==> src/rtl/dest_track_pipe.sv <==
// Destination-register tracker mirroring EX/MEM/WB: per-operand forwarding selects and load-use stall.
// Optional feature: define LOAD_DEST_EN to track LW destinations and generate load_use_stall.
module dest_track_pipe #(
  parameter int NREGS = 8,
  parameter int DEPTH = 3,
  localparam int REG_W = $clog2(NREGS),
  localparam int SEL_W = $clog2(DEPTH + 1)
) (
  input  logic             clk,
  input  logic             reset,
  input  logic [15:0]      instr_in,
  input  logic             in_valid,
  input  logic             stall,
  input  logic             flush,
  input  logic [REG_W-1:0] src_a,
  input  logic [REG_W-1:0] src_b,
  input  logic             src_a_rd,
  input  logic             src_b_rd,
  output logic [SEL_W-1:0] fwd_sel_a,
  output logic [SEL_W-1:0] fwd_sel_b,
  output logic             load_use_stall,
  output logic [REG_W-1:0] dest_address,
  output logic             valid_bit,
  output logic [SEL_W-1:0] live_count
);

  typedef struct packed {
    logic             valid;
    logic             is_load;
    logic [REG_W-1:0] dest;
  } entry_t;

  entry_t           ent_q [DEPTH];
  entry_t           ent_d [DEPTH];
  entry_t           dec;
  logic [SEL_W-1:0] live_q;
  logic [SEL_W-1:0] live_d;
  logic             unused_instr_bits;

  assign unused_instr_bits = ^instr_in[2:0];

  // Non-writing or masked instructions decode to an all-zero bubble entry.
  always_comb begin
    dec = '0;
    case (instr_in[15:12])
      4'b0001, 4'b0010: begin
        dec.valid = 1'b1;
        dec.dest  = REG_W'(instr_in[5:3]);
      end
      4'b0000: begin
        dec.valid = 1'b1;
        dec.dest  = REG_W'(instr_in[8:6]);
      end
      4'b0011, 4'b1001, 4'b1010: begin
        dec.valid = 1'b1;
        dec.dest  = REG_W'(instr_in[11:9]);
      end
`ifdef LOAD_DEST_EN
      4'b0100: begin
        dec.valid   = 1'b1;
        dec.is_load = 1'b1;
        dec.dest    = REG_W'(instr_in[11:9]);
      end
`endif
      default: dec = '0;
    endcase
    if (!in_valid) begin
      dec = '0;
    end
  end

  // Flush overrides stall: the pipe still advances, but the issuing slot and old entry 0 die.
  always_comb begin
    for (int k = 0; k < DEPTH; k++) begin
      ent_d[k] = ent_q[k];
    end
    if (flush) begin
      ent_d[0] = '0;
      for (int k = 1; k < DEPTH; k++) begin
        ent_d[k] = ent_q[k-1];
        if (k == 1) begin
          ent_d[k].valid = 1'b0;
        end
      end
    end else if (!stall) begin
      ent_d[0] = dec;
      for (int k = 1; k < DEPTH; k++) begin
        ent_d[k] = ent_q[k-1];
      end
    end
    live_d = '0;
    for (int k = 0; k < DEPTH; k++) begin
      live_d = live_d + SEL_W'(ent_d[k].valid);
    end
  end

  always_ff @(posedge clk) begin
    if (reset) begin
      for (int k = 0; k < DEPTH; k++) begin
        ent_q[k] <= '0;
      end
      live_q <= '0;
    end else begin
      for (int k = 0; k < DEPTH; k++) begin
        ent_q[k] <= ent_d[k];
      end
      live_q <= live_d;
    end
  end

  // Scan oldest to youngest so the youngest matching entry overwrites the select.
  always_comb begin
    fwd_sel_a = '0;
    fwd_sel_b = '0;
    for (int k = DEPTH - 1; k >= 0; k--) begin
      if (ent_q[k].valid && src_a_rd && (ent_q[k].dest == src_a)) begin
        fwd_sel_a = SEL_W'(k + 1);
      end
      if (ent_q[k].valid && src_b_rd && (ent_q[k].dest == src_b)) begin
        fwd_sel_b = SEL_W'(k + 1);
      end
    end
  end

`ifdef LOAD_DEST_EN
  logic match_a0;
  logic match_b0;

  assign match_a0       = src_a_rd && (ent_q[0].dest == src_a);
  assign match_b0       = src_b_rd && (ent_q[0].dest == src_b);
  assign load_use_stall = ent_q[0].valid & ent_q[0].is_load & (match_a0 | match_b0);
`else
  assign load_use_stall = 1'b0;
`endif

  assign dest_address = ent_q[0].dest;
  assign valid_bit    = ent_q[0].valid;
  assign live_count   = live_q;

endmodule

==> config.mk <==
export PLATFORM = sky130hd
export DESIGN_NAME = dest_track_pipe
export DESIGN_NICKNAME = d
export VERILOG_FILES = /design/src/rtl/dest_track_pipe.sv
export SDC_FILE = /design/constraint.sdc
export NUM_CORES = 1
export LEC_CHECK = 0
export CORE_MARGIN = 3
export CORE_UTILIZATION = 40
export CTS_CLUSTER_SIZE = 30
export DETAILED_ROUTE_END_ITERATION = 8
export PLACE_DENSITY = 0.74
export SKIP_LAST_GASP = 1
export SYNTH_ARGS = -nofsm -noshare
export SYNTH_HDL_FRONTEND = slang
export SYNTH_SLANG_ARGS = --single-unit
==> constraint.sdc <==
create_clock -name clk -period 2.7 [get_ports clk]
set_input_delay 0.54 -clock clk [delete_from_list [all_inputs] [get_ports clk]]
set_output_delay 0.54 -clock clk [all_outputs]
set_load 0.01 [all_outputs]
Word-level counts from Yosys, hierarchy flattened --
Memory sizes are Yosys's and may differ from the RTL's. Cells that the tools add are included.
Storage, ports and cells: flip-flop bits (word level) 2, latch bits 0, RAM bits 15, memory bits (read-only) 0, output and inout port bits 11, word-level logic and storage cells 51, memories 1
Operators by class: add/sub/neg operators 2, multipliers 0, divide/modulo/power cells 0, order comparisons 0, equal/unequal tests 11, shift operators 0, muxes and demuxes 17, bitwise operators 3, reductions and logical operators 16
Memory list:
- ent_q | depth 3, width 5, read ports 3, clocked after memory_dff 0, write ports 3, RTL line 33 | entry_t ent_q [DEPTH];
Operators with widths (count):
- $mux 15 | 2
- $mux 5 | 4
- $eq 3x3->1 | 6
- $logic_and 1x1->1 | 12
- $mux 2 | 6
- $pmux 3 s3 | 1
- $eq 4x2->1 const B | 2
- $eq 4x4->1 const B | 2
- $reduce_or 6->1 | 1
- $eq 4x1->1 const B | 1
- $logic_not 4->1 | 1
- $mux 1 | 4
- $or 1x1->1 | 3
- $reduce_or 3->1 | 1
- $add 1x1->2 | 1
- $add 2x1->2 | 1
- $reduce_or 2->1 | 1

Depth between registers and ports, before layout --
depth after elaboration 8, depth in mapped cells 7, mapped depth without buffers 6

Worst setup path before layout --
No wires, ideal clock.
path type input -> register, start input instr_in[12], end register live_q[0], in the netlist live_count[0], library setup time 0.128 ns, arrival 1.920 ns, data required time 2.572 ns, slack 0.652 ns, stages on the path 7, path buffers 1, cells stage by stage buf_6 > xnor2_4 > a2111oi_4 > a21oi_1 > nor2_1 > fa_1 > nor2b_1
RTL lines:
- start, declared | RTL line 11 | input logic [15:0] instr_in,
- end signal, assigned | RTL line 107 | live_q <= live_d;
- end, declared | RTL line 36 | logic [SEL_W-1:0] live_q;

Worst setup path after layout --
start input src_a_rd, end output fwd_sel_a[1]
Between the ends: longest elaborated chain between the ends 5, elaborated cells between the ends (all ways) 9, classes of those cells mux: 3; reduce/logical: 6
RTL lines:
- start, declared | RTL line 17 | input logic src_a_rd,
- $logic_and 1x1->1 (2 in a row) | RTL line 116 | if (ent_q[k].valid && src_a_rd && (ent_q[k].dest == src_a)) begin
- $mux 2 (2 in a row) | RTL line 116
- $mux 2 * | RTL line 116
- end, declared | RTL line 19 | output logic [SEL_W-1:0] fwd_sel_a,
Mark *: on every way between the ends. The rest lies on a longest branch, timed or not.

==> impl_metrics.toml <==
[outcome]
outcome = "finished clean"

[synthesis]
synthTopCellsByCount = "nand2_1, dfxtp_1, xor2_1, a21oi_1"
synth_mux_area_frac = 0.0491
synth_top_family_by_area = "simple AND/OR/NAND/NOR gates"
ys_seq_area_frac = 0.275
yosys.cell_count.top_type = "nand2_1"
synth_area_um2 = 1020
synthSimpleGateAreaFrac = 0.215
synth_area_per_cell_um2 = 8.49
netlist_top_cells_area = "dfxtp_1, xor2_1, nand2_1"
synth_edf_count = 0
yosysTopAreaCell = "dfxtp_1"
syn-num-nets = 150
synthAdderAreaFrac = 0.0197
syn-instance-count = 120
yosys_warnings = 0
synth_cell_type_count = 30
ys_ff_latch = 14
synth_xor_area_frac = 0.190
yosysTopAreaCellShare = 0.275
synth_compound_area_frac = 0.176
async_flop_share = 0
synthFlopType = "dfxtp_1"

[final_layout]
syn2layout_area_growth_pct = 41.2
drive_gt1_frac = 0.114
diodes = 0
nets = 189
finalNonFillerCells = 186

[timing]
rsz0062_at_grt = "no"
setup_violations = 0
finalCriticalPeriod_ns = 2.59
slew_violations = 0
fin_crit_sh = 0.958
hold_viol = 0
fmax_mhz = 386
final.setup_skew_ns = 0.00350

[clock_network]
cts_made_buffers = 3
clockBufferDepth = 2
htree_levels = 1
clk_pin_slew_ns = 0.08
clk_latency_ns = 0.28
cts_num_sinks = 14
cts_setup_buffers = 0
clockRootBuffer = "clkbuf_4"
cts_tree = "done"

[routing]
dr.first_iter.drc_count = 16
ant_nets = 0
vias = 996
vias_per_cell = 5.35
firstDrtPassIters = 4
drcViolationCount = 0
wirelength_um = 2560
wl_per_cell_um = 13.7

[global_route]
grt_pass1_vias = 996
grt_first_pass_wirelength_um = 4250
antenna_found_initial = 0
globalRoute.totalOverflow = 0
grt_usage = 0.167
grt_max_degree = 14

[power]
power.total_uw = 468
p_leak_uw = 0.000551
irDropWorstVdd_v = 0.000463
powerDensity_nw_per_um2 = 326

[die]
ioPinCount = 40
die_h_um = 56.5
start_util = 0.439
fp-row-count = 17
die_x_um = 56.5
dieArea_um2 = 3190
coreArea_um2 = 2320

[worst_setup_path]
path_class = "input port to output port"
required_ns = 2.16
crit_arrival_ns = 2.05
critPathCaptureType = "output port"
start_kind = "input port"
critPathMaxFanout = 4

[placed_design]
hpwl_um = 2080
portBuffers = 35
placed_cells_incl_taps = 182
gp_congestion = 0.801

[hold_path]
hold_class = "flop to flop"

[flow_run]
drv_cap = 0
[layer usage]
metal  global-route usage  up-vias  wire length [um]
li1                     -      493                 -
met5                    0        -                 0
met1                0.195      467              1140
met4               0.0678        0                35
met2                0.279       30              1240
met3               0.0529        6               145
[power breakdown]
part / leakage [uW] / switching [uW] / total, uW / internal [uW]
clock: 0.0000210 / 67.3 / 149 / 82.0
combinational: 0.000417 / 50.6 / 110 / 59.4
sequential: 0.000113 / 1.36 / 209 / 207
total: 0.000551 / 119 / 468 / 349
[state kept, by name, summed over array words and instances, names as in the netlist]
signal,cells
ent_q,12
live_count,2
[cell families after synthesis]
kind of cell / count (synthesis)
AO/OA/AOI/OAI: 23
multiplexers: 5
XOR/XNOR: 20
other: 1
AND/OR/NAND/NOR: 45
flip-flops: 14
adder cells (fa/ha/maj): 1
buffers and inverters: 11
[critical path, cell delays in order]
cell,delay [ns]
clkdlybuf4s50_1,0.53
nand3_1,0.12
nor3_2,0.14
o32a_1,0.18
clkdlybuf4s50_1,0.53
[path summary, 6_finish.rpt]
path	slack [ns]	startpoint	end	cells past startpoint
setup reg to reg	1.28	ent_q[0][4]	live_count[0]	4
setup / recovery	0.11	src_a_rd	fwd_sel_a[1]	5
hold reg to reg	0.50	ent_q[0][11]	ent_q[0][11]	2
hold / removal	0.50	ent_q[0][11]	ent_q[0][11]	2
[layout by cell type, fill, tap and decap left out, drive strengths merged, types with 3 or more instances in the layout]
cell and count:
a21oi 9, clkdlybuf4s50 29, dlygate4sd2 6, clkbuf 4
dfxtp 14, nor2 6, nand3 7, nor3 4
nand2 17, buf 8, xnor2 8, nand3b 3
nor2b 3, mux2i 5, o21ai 5, xor2 12
[cell type report]
type	instances	area, um2
Multi-Input combinational cell	95	676
Clock buffer	4	36.3
Timing Repair Buffer	43	403
Sequential cell	14	280
Tap cell	28	35.0
Inverter	2	7.51
Fill cell	212	881
[what timing repair did]
| item | CTS | global route |
|---|---|---|
| hold buffers | 0 | 0 |
| resized for setup | 8 | 0 |
| endpoints found under the setup margin | 4 | 0 |
[through the flow]
| stage | area, um2 | util | hold slack, ns | TNS [ns] | setup WS, ns |
|---|---|---|---|---|---|
| 2_1_floorplan | 1020 | - | 0.468 | 0 | 0.652 |
| 3_3_place_gp | 1400 | 0.603 | 0.490 | -0.112 | -0.0658 |
| 3_5_place_dp | 1400 | 0.603 | 0.492 | -0.184 | -0.0823 |
| 4_1_cts | 1440 | 0.620 | 0.503 | 0 | 0.117 |
| 5_1_grt | 1440 | 0.620 | 0.519 | 0 | 0.0353 |
| 6_report | 1440 | 0.620 | 0.500 | 0 | 0.112 |
Power figures use the tool's default switching activity.
==> RTL edit, RTL diff (config.mk and constraints unchanged) <==
The option `LOAD_DEST_EN` is turned on by a define.
--- a/src/rtl/dest_track_pipe.sv
+++ b/src/rtl/dest_track_pipe.sv
@@ -1,5 +1,7 @@
 // Destination-register tracker mirroring EX/MEM/WB: per-operand forwarding selects and load-use stall.
 // Optional feature: define LOAD_DEST_EN to track LW destinations and generate load_use_stall.
+`define LOAD_DEST_EN
+
 module dest_track_pipe #(
   parameter int NREGS = 8,
   parameter int DEPTH = 3,
Formal check against the unedited RTL: not equivalent (Yosys sat finds a counterexample within 4 cycles, from zero or initial values and one cycle with reset high).
==> RTL edit against the unedited design <==
  * Die area is 4.0% lower
  * Cell area up 6.9%
  * Sequential cell count grew 1
  * Routed wire length rose by 14%
  * Total power decreased by 3.4%
  * Setup slack got worse by 0.025 ns
  * Area after synthesis down 4.4%
  * Critical endpoint is now fwd_sel_b[1]
==> RTL edit: results (changes against the unedited design) <==
synth cell count leaders: nand2_1 (21), dfxtp_1 (15), xor2_1 (14) (was nand2_1 (17), dfxtp_1 (14), xor2_1 (12))
synthesized net count: 148 (was 150)
DP Wirelength: 2250 µm (was 2080 µm)
pre-CTS setup slack: -0.186 ns (was -0.0823 ns)
Nets: 203 (was 189)
area of the multi-input gates: 661 µm² (was 676 µm²)
post-synthesis mux area share: 0.0103 (was 0.0491)
share of post-route cells with drive strength above 1: 0.180 (was 0.114)
largest stage delay on the critical path: 0.44 ns (was 0.53 ns)
max FFs per register: 13 (was 12)
inverters: 1 (was 2)
Final Worst Setup Slack: 0.0870 ns (was 0.112 ns)
Worst setup startpoint: src_b[2] (was src_a_rd)
IO Port Bufs: 36 (was 35)
multi-input combinational area share: 0.430 (was 0.470)
non-clk buf share: 0.332 (was 0.280)
Layout Area Growth over Synthesis: 57.8% (was 41.2%)
GRT met3 Usage: 0.0280 (was 0.0529)
grt met2 use: 0.316 (was 0.279)
largest net degree at the start of global routing: 16 (was 14)
Layout clock area frac: 0.0171 (was 0.0252)
Met1 Routed Length: 1240 µm (was 1140 µm)
outcome: complete, no violations (unchanged)
Max VDD drop: 0.225 mV (was 0.463 mV)
multi-input gate count: 96 (was 95)
Area after DPL: 0.00146 mm² (was 0.00140 mm²)
Hold Startpoint: ent_q[0][10] (was ent_q[0][11])
initial DRC count: 26 (was 16)
hold endpoint: ent_q[0][10] (was ent_q[0][11])
clk sinks: 15 (was 14)
-- RTL edit: metrics by stage --
| step | hold WS [ns] | cells | setup TNS, ns | util |
|---|---|---|---|---|
| 2_1_floorplan | 0.468 | 118 | 0 | - |
| 3_3_place_gp | 0.481 | 192 | -0.642 | 0.645 |
| 3_5_place_dp | 0.492 | 192 | -0.829 | 0.645 |
| 4_1_cts | 0.504 | 197 | -0.110 | 0.668 |
| 5_1_grt | 0.524 | 200 | 0 | 0.681 |
| 6_report | 0.500 | 200 | 0 | 0.681 |
-- RTL edit: logic make-up after synthesis --
kind of cell             count (synthesis)
AO/OA/AOI/OAI                           26
XOR/XNOR                                19
adder cells (fa/ha/maj)                  1
buffers and inverters                    7
flip-flops                              15
multiplexers                             1
AND/OR/NAND/NOR                         49
-- RTL edit: power breakdown --
group          internal, mW  switching [mW]
registers             0.222         0.00168
logic                0.0614          0.0479
clock network        0.0571          0.0616
total                 0.341           0.111
